## config.mk

```make
export PLATFORM = sky130hd
export DESIGN_NAME = fb_arbiter
export DESIGN_NICKNAME = d
export VERILOG_FILES = /design/src/rtl/fb_arbiter_pkg.sv /design/src/rtl/fb_rr_pick.sv /design/src/rtl/fb_arbiter.sv
export SDC_FILE = /design/constraint.sdc
export NUM_CORES = 1
export LEC_CHECK = 0
export CELL_PAD_IN_SITES_DETAIL_PLACEMENT = 1
export CELL_PAD_IN_SITES_GLOBAL_PLACEMENT = 1
export CORE_ASPECT_RATIO = 0.7
export CORE_MARGIN = 2
export CORE_UTILIZATION = 33
export CTS_CLUSTER_DIAMETER = 60
export DETAILED_ROUTE_END_ITERATION = 12
export PLACE_DENSITY_LB_ADDON = 0.1
export SLEW_MARGIN = 30
export SYNTH_ARGS = -nofsm -noshare
export SYNTH_HDL_FRONTEND = slang
export SYNTH_SLANG_ARGS = --single-unit
```

## constraint.sdc

```tcl
create_clock -name clock -period 6.2 [get_ports clock]
set_input_delay 0.93 -clock clock [delete_from_list [all_inputs] [get_ports clock]]
set_output_delay 0.93 -clock clock [all_outputs]
set_load 0.05 [all_outputs]
```

## src/rtl/fb_arbiter_pkg.sv

```systemverilog
// Shared framebuffer types and geometry for the game, VGA and arbiter blocks.
package fb_arbiter_pkg;

  localparam int unsigned FB_WIDTH  = 320;
  localparam int unsigned FB_HEIGHT = 240;
  localparam int unsigned FB_DEPTH  = 76800;
  localparam int unsigned FB_ADDR_W = 19;

  typedef enum logic [1:0] {
    DIR_UP    = 2'd0,
    DIR_DOWN  = 2'd1,
    DIR_LEFT  = 2'd2,
    DIR_RIGHT = 2'd3
  } dir_t;

  typedef enum logic [1:0] {
    StIdle = 2'd0,
    StPlay = 2'd1,
    StOver = 2'd2
  } State;

  typedef enum logic [1:0] {
    EMPTY = 2'b00,
    P1    = 2'b01,
    P2    = 2'b10,
    WALL  = 2'b11
  } fb_pixel_t;

  // Read-return tag: which requester owns an in-flight read
  typedef enum logic [1:0] {
    NONE = 2'd0,
    VGA  = 2'd1,
    CA   = 2'd2,
    CB   = 2'd3
  } fb_owner_t;

endpackage

```

## src/rtl/fb_rr_pick.sv

```systemverilog
// Two-way round-robin picker; the pointer moves past the client that just transferred.
module fb_rr_pick (
  input  logic       clock,
  input  logic       reset,
  input  logic       req_a,
  input  logic       req_b,
  input  logic       xfer,
  output logic [1:0] gnt
);

  logic r_ptr_b;

  always_comb begin
    gnt = 2'b00;
    if (req_a && (!req_b || !r_ptr_b)) begin
      gnt = 2'b01;
    end else if (req_b) begin
      gnt = 2'b10;
    end
  end

  always_ff @(posedge clock or posedge reset) begin
    if (reset) begin
      r_ptr_b <= 1'b0;
    end else if (xfer) begin
      r_ptr_b <= gnt[0];
    end
  end

endmodule

```

## src/rtl/fb_arbiter.sv

```systemverilog
// Single-port framebuffer arbiter: VGA scanout first, clients A/B round-robin,
// with a starvation guard that forces a waiting client past VGA.
module fb_arbiter
  import fb_arbiter_pkg::*;
#(
  parameter int unsigned FB_DEPTH     = fb_arbiter_pkg::FB_DEPTH,
  parameter int unsigned STARVE_LIMIT = 64
) (
  input  logic                 clock,
  input  logic                 reset,
  input  logic                 vga_req,
  input  logic [FB_ADDR_W-1:0] vga_addr,
  output logic                 vga_rvalid,
  output logic [1:0]           vga_rdata,
  output logic                 vga_miss,
  input  logic                 a_req,
  input  logic                 a_we,
  input  logic [FB_ADDR_W-1:0] a_addr,
  input  logic [1:0]           a_wdata,
  output logic                 a_ready,
  output logic                 a_rvalid,
  output logic [1:0]           a_rdata,
  input  logic                 b_req,
  input  logic                 b_we,
  input  logic [FB_ADDR_W-1:0] b_addr,
  input  logic [1:0]           b_wdata,
  output logic                 b_ready,
  output logic                 b_rvalid,
  output logic [1:0]           b_rdata,
  output logic [FB_ADDR_W-1:0] ram_address,
  output logic                 ram_write_enabled,
  output logic [1:0]           ram_write_data,
  input  logic [1:0]           ram_read_data
);

  localparam int unsigned           SW         = $clog2(STARVE_LIMIT + 1);
  localparam logic [SW-1:0]         STARVE_MAX = SW'(STARVE_LIMIT);
  localparam logic [FB_ADDR_W-1:0]  ADDR_END   = FB_ADDR_W'(FB_DEPTH);

  logic [SW-1:0]        r_starve;
  logic [1:0]           w_gnt;
  logic                 w_pend, w_force, w_client_win, w_vga_go, w_vga_drop;
  logic                 w_a_xfer, w_b_xfer, w_go, w_we;
  logic [FB_ADDR_W-1:0] w_addr;
  logic [1:0]           w_wdata, w_ret;
  fb_owner_t            w_owner;

  fb_owner_t            r_tag1, r_tag2;
  logic                 r_oor1, r_oor2, r_miss1, r_miss2;
  logic [FB_ADDR_W-1:0] r_ram_addr;
  logic                 r_ram_we;
  logic [1:0]           r_ram_wdata;
  logic                 r_vga_rvalid, r_a_rvalid, r_b_rvalid, r_vga_miss;
  logic [1:0]           r_vga_rdata, r_a_rdata, r_b_rdata;

  fb_rr_pick u_rr_pick (
    .clock (clock),
    .reset (reset),
    .req_a (a_req),
    .req_b (b_req),
    .xfer  (w_a_xfer || w_b_xfer),
    .gnt   (w_gnt)
  );

  assign w_pend       = a_req || b_req;
  assign w_force      = w_pend && (r_starve == STARVE_MAX);
  assign w_client_win = w_pend && (!vga_req || w_force);
  assign w_vga_go     = vga_req && !w_force;
  assign w_vga_drop   = vga_req && w_force;
  assign a_ready      = !reset && w_client_win && w_gnt[0];
  assign b_ready      = !reset && w_client_win && w_gnt[1];
  assign w_a_xfer     = a_req && a_ready;
  assign w_b_xfer     = b_req && b_ready;

  always_comb begin
    w_go    = 1'b0;
    w_we    = 1'b0;
    w_addr  = vga_addr;
    w_wdata = 2'b00;
    w_owner = NONE;
    if (w_a_xfer) begin
      w_go    = 1'b1;
      w_we    = a_we;
      w_addr  = a_addr;
      w_wdata = a_wdata;
      w_owner = a_we ? NONE : CA;
    end else if (w_b_xfer) begin
      w_go    = 1'b1;
      w_we    = b_we;
      w_addr  = b_addr;
      w_wdata = b_wdata;
      w_owner = b_we ? NONE : CB;
    end else if (w_vga_go) begin
      w_go    = 1'b1;
      w_owner = VGA;
    end
  end

  // Out-of-range reads return EMPTY rather than whatever the RAM drives
  assign w_ret = r_oor2 ? 2'b00 : ram_read_data;

  always_ff @(posedge clock or posedge reset) begin
    if (reset) begin
      r_starve     <= '0;
      r_ram_addr   <= '0;
      r_ram_we     <= 1'b0;
      r_ram_wdata  <= 2'b00;
      r_tag1       <= NONE;
      r_tag2       <= NONE;
      r_oor1       <= 1'b0;
      r_oor2       <= 1'b0;
      r_miss1      <= 1'b0;
      r_miss2      <= 1'b0;
      r_vga_rvalid <= 1'b0;
      r_a_rvalid   <= 1'b0;
      r_b_rvalid   <= 1'b0;
      r_vga_miss   <= 1'b0;
      r_vga_rdata  <= 2'b00;
      r_a_rdata    <= 2'b00;
      r_b_rdata    <= 2'b00;
    end else begin
      if (w_a_xfer || w_b_xfer || !w_pend) begin
        r_starve <= '0;
      end else if (r_starve != STARVE_MAX) begin
        r_starve <= r_starve + 1'b1;
      end
      if (w_go) begin
        r_ram_addr  <= w_addr;
        r_ram_wdata <= w_wdata;
      end
      r_ram_we     <= w_go && w_we && (w_addr < ADDR_END);
      r_tag1       <= w_owner;
      r_oor1       <= w_addr >= ADDR_END;
      r_miss1      <= w_vga_drop;
      r_tag2       <= r_tag1;
      r_oor2       <= r_oor1;
      r_miss2      <= r_miss1;
      r_vga_rvalid <= r_tag2 == VGA;
      r_a_rvalid   <= r_tag2 == CA;
      r_b_rvalid   <= r_tag2 == CB;
      r_vga_miss   <= r_miss2;
      if (r_tag2 == VGA) r_vga_rdata <= w_ret;
      if (r_tag2 == CA)  r_a_rdata   <= w_ret;
      if (r_tag2 == CB)  r_b_rdata   <= w_ret;
    end
  end

  assign ram_address       = r_ram_addr;
  assign ram_write_enabled = r_ram_we;
  assign ram_write_data    = r_ram_wdata;
  assign vga_rvalid        = r_vga_rvalid;
  assign vga_rdata         = r_vga_rdata;
  assign vga_miss          = r_vga_miss;
  assign a_rvalid          = r_a_rvalid;
  assign a_rdata           = r_a_rdata;
  assign b_rvalid          = r_b_rvalid;
  assign b_rdata           = r_b_rdata;

endmodule

```

==> run metrics <==
result of the run finished, final reports clean; number of hold violations in the final report 0; unique cell type count in the Yosys netlist 46; number of nets in the finished design 414; post-CTS resize count 0; worst relative slew slack 44.82%; quantity of hold-fixing buffers added after cts 0; Finish-stage setup viols 0; worst hold-check slack 0.3551 ns; clock latency on the worst-skew pair 0.29 ns; die extent in x 104.1 um; drt initial violations 39; number of diodes added for antenna fixing 0; Pwr Density 243.3 nW/um2; final-report max-slew violation count 0; Antenna Nets Post-Route 0; pin slew with the least headroom to its limit 0.8257 ns; global-route wire length before repair 11070 um; Max Cap Viol 0; Worst Path Max Fanout 24; post-route total power 0.8489 mW; class of the most critical hold timing path register to register; average wire length per cell after detail routing 15.47 um; mean area per synthesized cell 9.565 um2; sequential area share after synthesis 51.89%; H-tree levels 2; vertical die dimension 74.07 um; final HPWL from detailed placement 5276 um; Yosys top cell by area sky130_fd_sc_hd__dfrtp_1; number of buffer cells added on primary ports 103; via count of the routed design 2142; area overhead of the layout relative to synthesis 50.70%; area share of the leading cell type in the synthesized netlist 51.89%; sum of routed wire length over all layers 6746 um; Min Clock Period, post-route 4.588 ns; sum of overflow across all layers after global routing 0; VDD IR-drop max 0.00009796 V; global-route usage over all layers 18.00%; largest clock skew in the final design 0.005291 ns; share of flip-flops with an asynchronous set or reset after synthesis 100.0%; maximum number of pins on one net before global-route repair 51; most common library cell in the layout ignoring fill and taps sky130_fd_sc_hd__clkdlybuf4s50_1; Clk Tree Root Cell sky130_fd_sc_hd__clkbuf_8; final routed DRC violation total 0; gate count of the mapped netlist 242; Setup Fix Bufs, Post-CTS 0; Synth area leaders sky130_fd_sc_hd__dfrtp_1, sky130_fd_sc_hd__nand2_1, sky130_fd_sc_hd__nor2_1; number of clock buffers inserted by TritonCTS 5; std cell rows 25; Synth Warn # 0; CTS tree built; required time of the critical path 5.27 ns; RSZ-0062 raised after global routing no; final total negative setup slack 0 ns; initial standard-cell utilization of the core 34.26%; Crit Path Class primary input to output pin; area of the placeable core 6756 um2; layout cells sized above 1 4.678%; final weighted congestion of routability-driven global placement 0.7594; fillcell total 797; # IOs 104; Max Root-Sink Buffers 2; number of nets produced by synthesis 314; data arrival time of the critical path 3.66 ns; commonest cells after routing, fill and taps aside sky130_fd_sc_hd__clkdlybuf4s50_1, sky130_fd_sc_hd__dfrtp_1, sky130_fd_sc_hd__nand2_1; clock sinks 48; most used flip-flop cell after synthesis sky130_fd_sc_hd__dfrtp_1; via count of the first global-routing pass 2253; CP Launch Type primary input; post-synthesis cell area 2315 um2; Final period util 74.00%; number of flops mapped to enable cells by yosys 0; number of optimization iterations in the first detailed-route pass 4; area of the die 7711 um2; maximum achievable frequency 218.0 MHz; clock-pin slew of the registers on the worst-case setup and hold paths 0.08 ns; initial antenna violation count 0; Critical Path End Type output pin; flip-flop and latch count after synthesis 48; total leakage power 1.519 nW; vias per cell 4.913
-- per-layer routing --
layer	vias to the layer above	wire length [um]	global-route usage (%)
met5	-	0	0
met4	0	36	3.153
met3	4	348	4.645
met2	58	3220	31.21
met1	1016	3141	23.50
li1	1064	-	-
-- registers in the layout (all words and copies together) (netlist names), 2 cells and up --
signal and count:
ram_address 19, r_starve 7, a_rdata 2, b_rdata 2, r_tag1 2, r_tag2 2, ram_write_data 2, vga_rdata 2
-- worst paths after layout --
check	start	depth (start not counted)	endpoint	slack, ns
max	b_req	6	a_ready	1.61
min	r_miss1	0	r_miss2	0.36
max reg2reg	r_starve[2]	6	r_oor1	3.22
min reg2reg	r_miss1	0	r_miss2	0.36
max in group asynchronous	reset	2	b_rvalid	4.44
min in group asynchronous	reset	2	ram_address[16]	1.36
-- cell type report --
| cell class | instances | area (um2) | area share (%) |
|---|---|---|---|
| Timing Repair Buffer | 103 | 1031 | 29.56 |
| Sequential cell | 48 | 1201 | 34.43 |
| Tap cell | 94 | 117.6 | 3.372 |
| Inverter | 10 | 45.04 | 1.291 |
| Clock inverter | 2 | 12.51 | 0.3587 |
| Multi-Input combinational cell | 174 | 1012 | 29.02 |
| Clock buffer | 5 | 68.82 | 1.973 |
-- report_power, final --
part | internal (mW) | switching, mW | total, mW
clock | 0.0765 | 0.0999 | 0.176
combinational | 0.121 | 0.180 | 0.302
sequential | 0.348 | 0.0223 | 0.371
-- worst max-delay path, cell delays in order --
cell and delay (ns):
sky130_fd_sc_hd__clkdlybuf4s50_1 0.59, sky130_fd_sc_hd__a21bo_2 0.30, sky130_fd_sc_hd__nor2_1 0.13, sky130_fd_sc_hd__nand2_1 0.51
sky130_fd_sc_hd__inv_1 0.34, sky130_fd_sc_hd__clkdlybuf4s50_1 0.86
-- per-stage QoR --
stage               util (%)  cell area [um2]  instances  setup WS [ns]
floorplan                  -             2315        242          3.038
CTS                    51.63             3488        436          1.605
global route           51.63             3488        436          1.385
finish                 51.63             3488        436          1.612
detailed placement     50.43             3407        429          1.603
global placement       50.37             3403        429          1.675
-- synthesized netlist by cell type, drive strengths merged, types with 2 or more instances --
master,instances
a21o,10
a21oi,6
a222oi,2
a22oi,2
a311oi,10
a31oi,5
a32o,2
a32oi,2
and3,2
buf,4
clkbuf,6
dfrtp,48
ha,2
inv,10
nand2,42
nand2b,6
nand3,5
nor2,30
o21a,3
o21ai,18
o22ai,2
or2,2
xnor2,3
xor2,3
-- cells by family (layout without fill, tap and decap cells) --
kind of cell	Yosys count	after routing	share of synthesized area (%)
AO/OA/AOI/OAI	71	71	21.73
buffers and inverters	20	120	4.433
XOR/XNOR	6	6	2.271
flip-flops	48	48	51.89
adder cells (fa/ha/maj)	2	2	1.081
multiplexers	2	2	0.9189
AND/OR/NAND/NOR	93	93	17.68
Note: power is estimated with default switching activity, not from simulation.
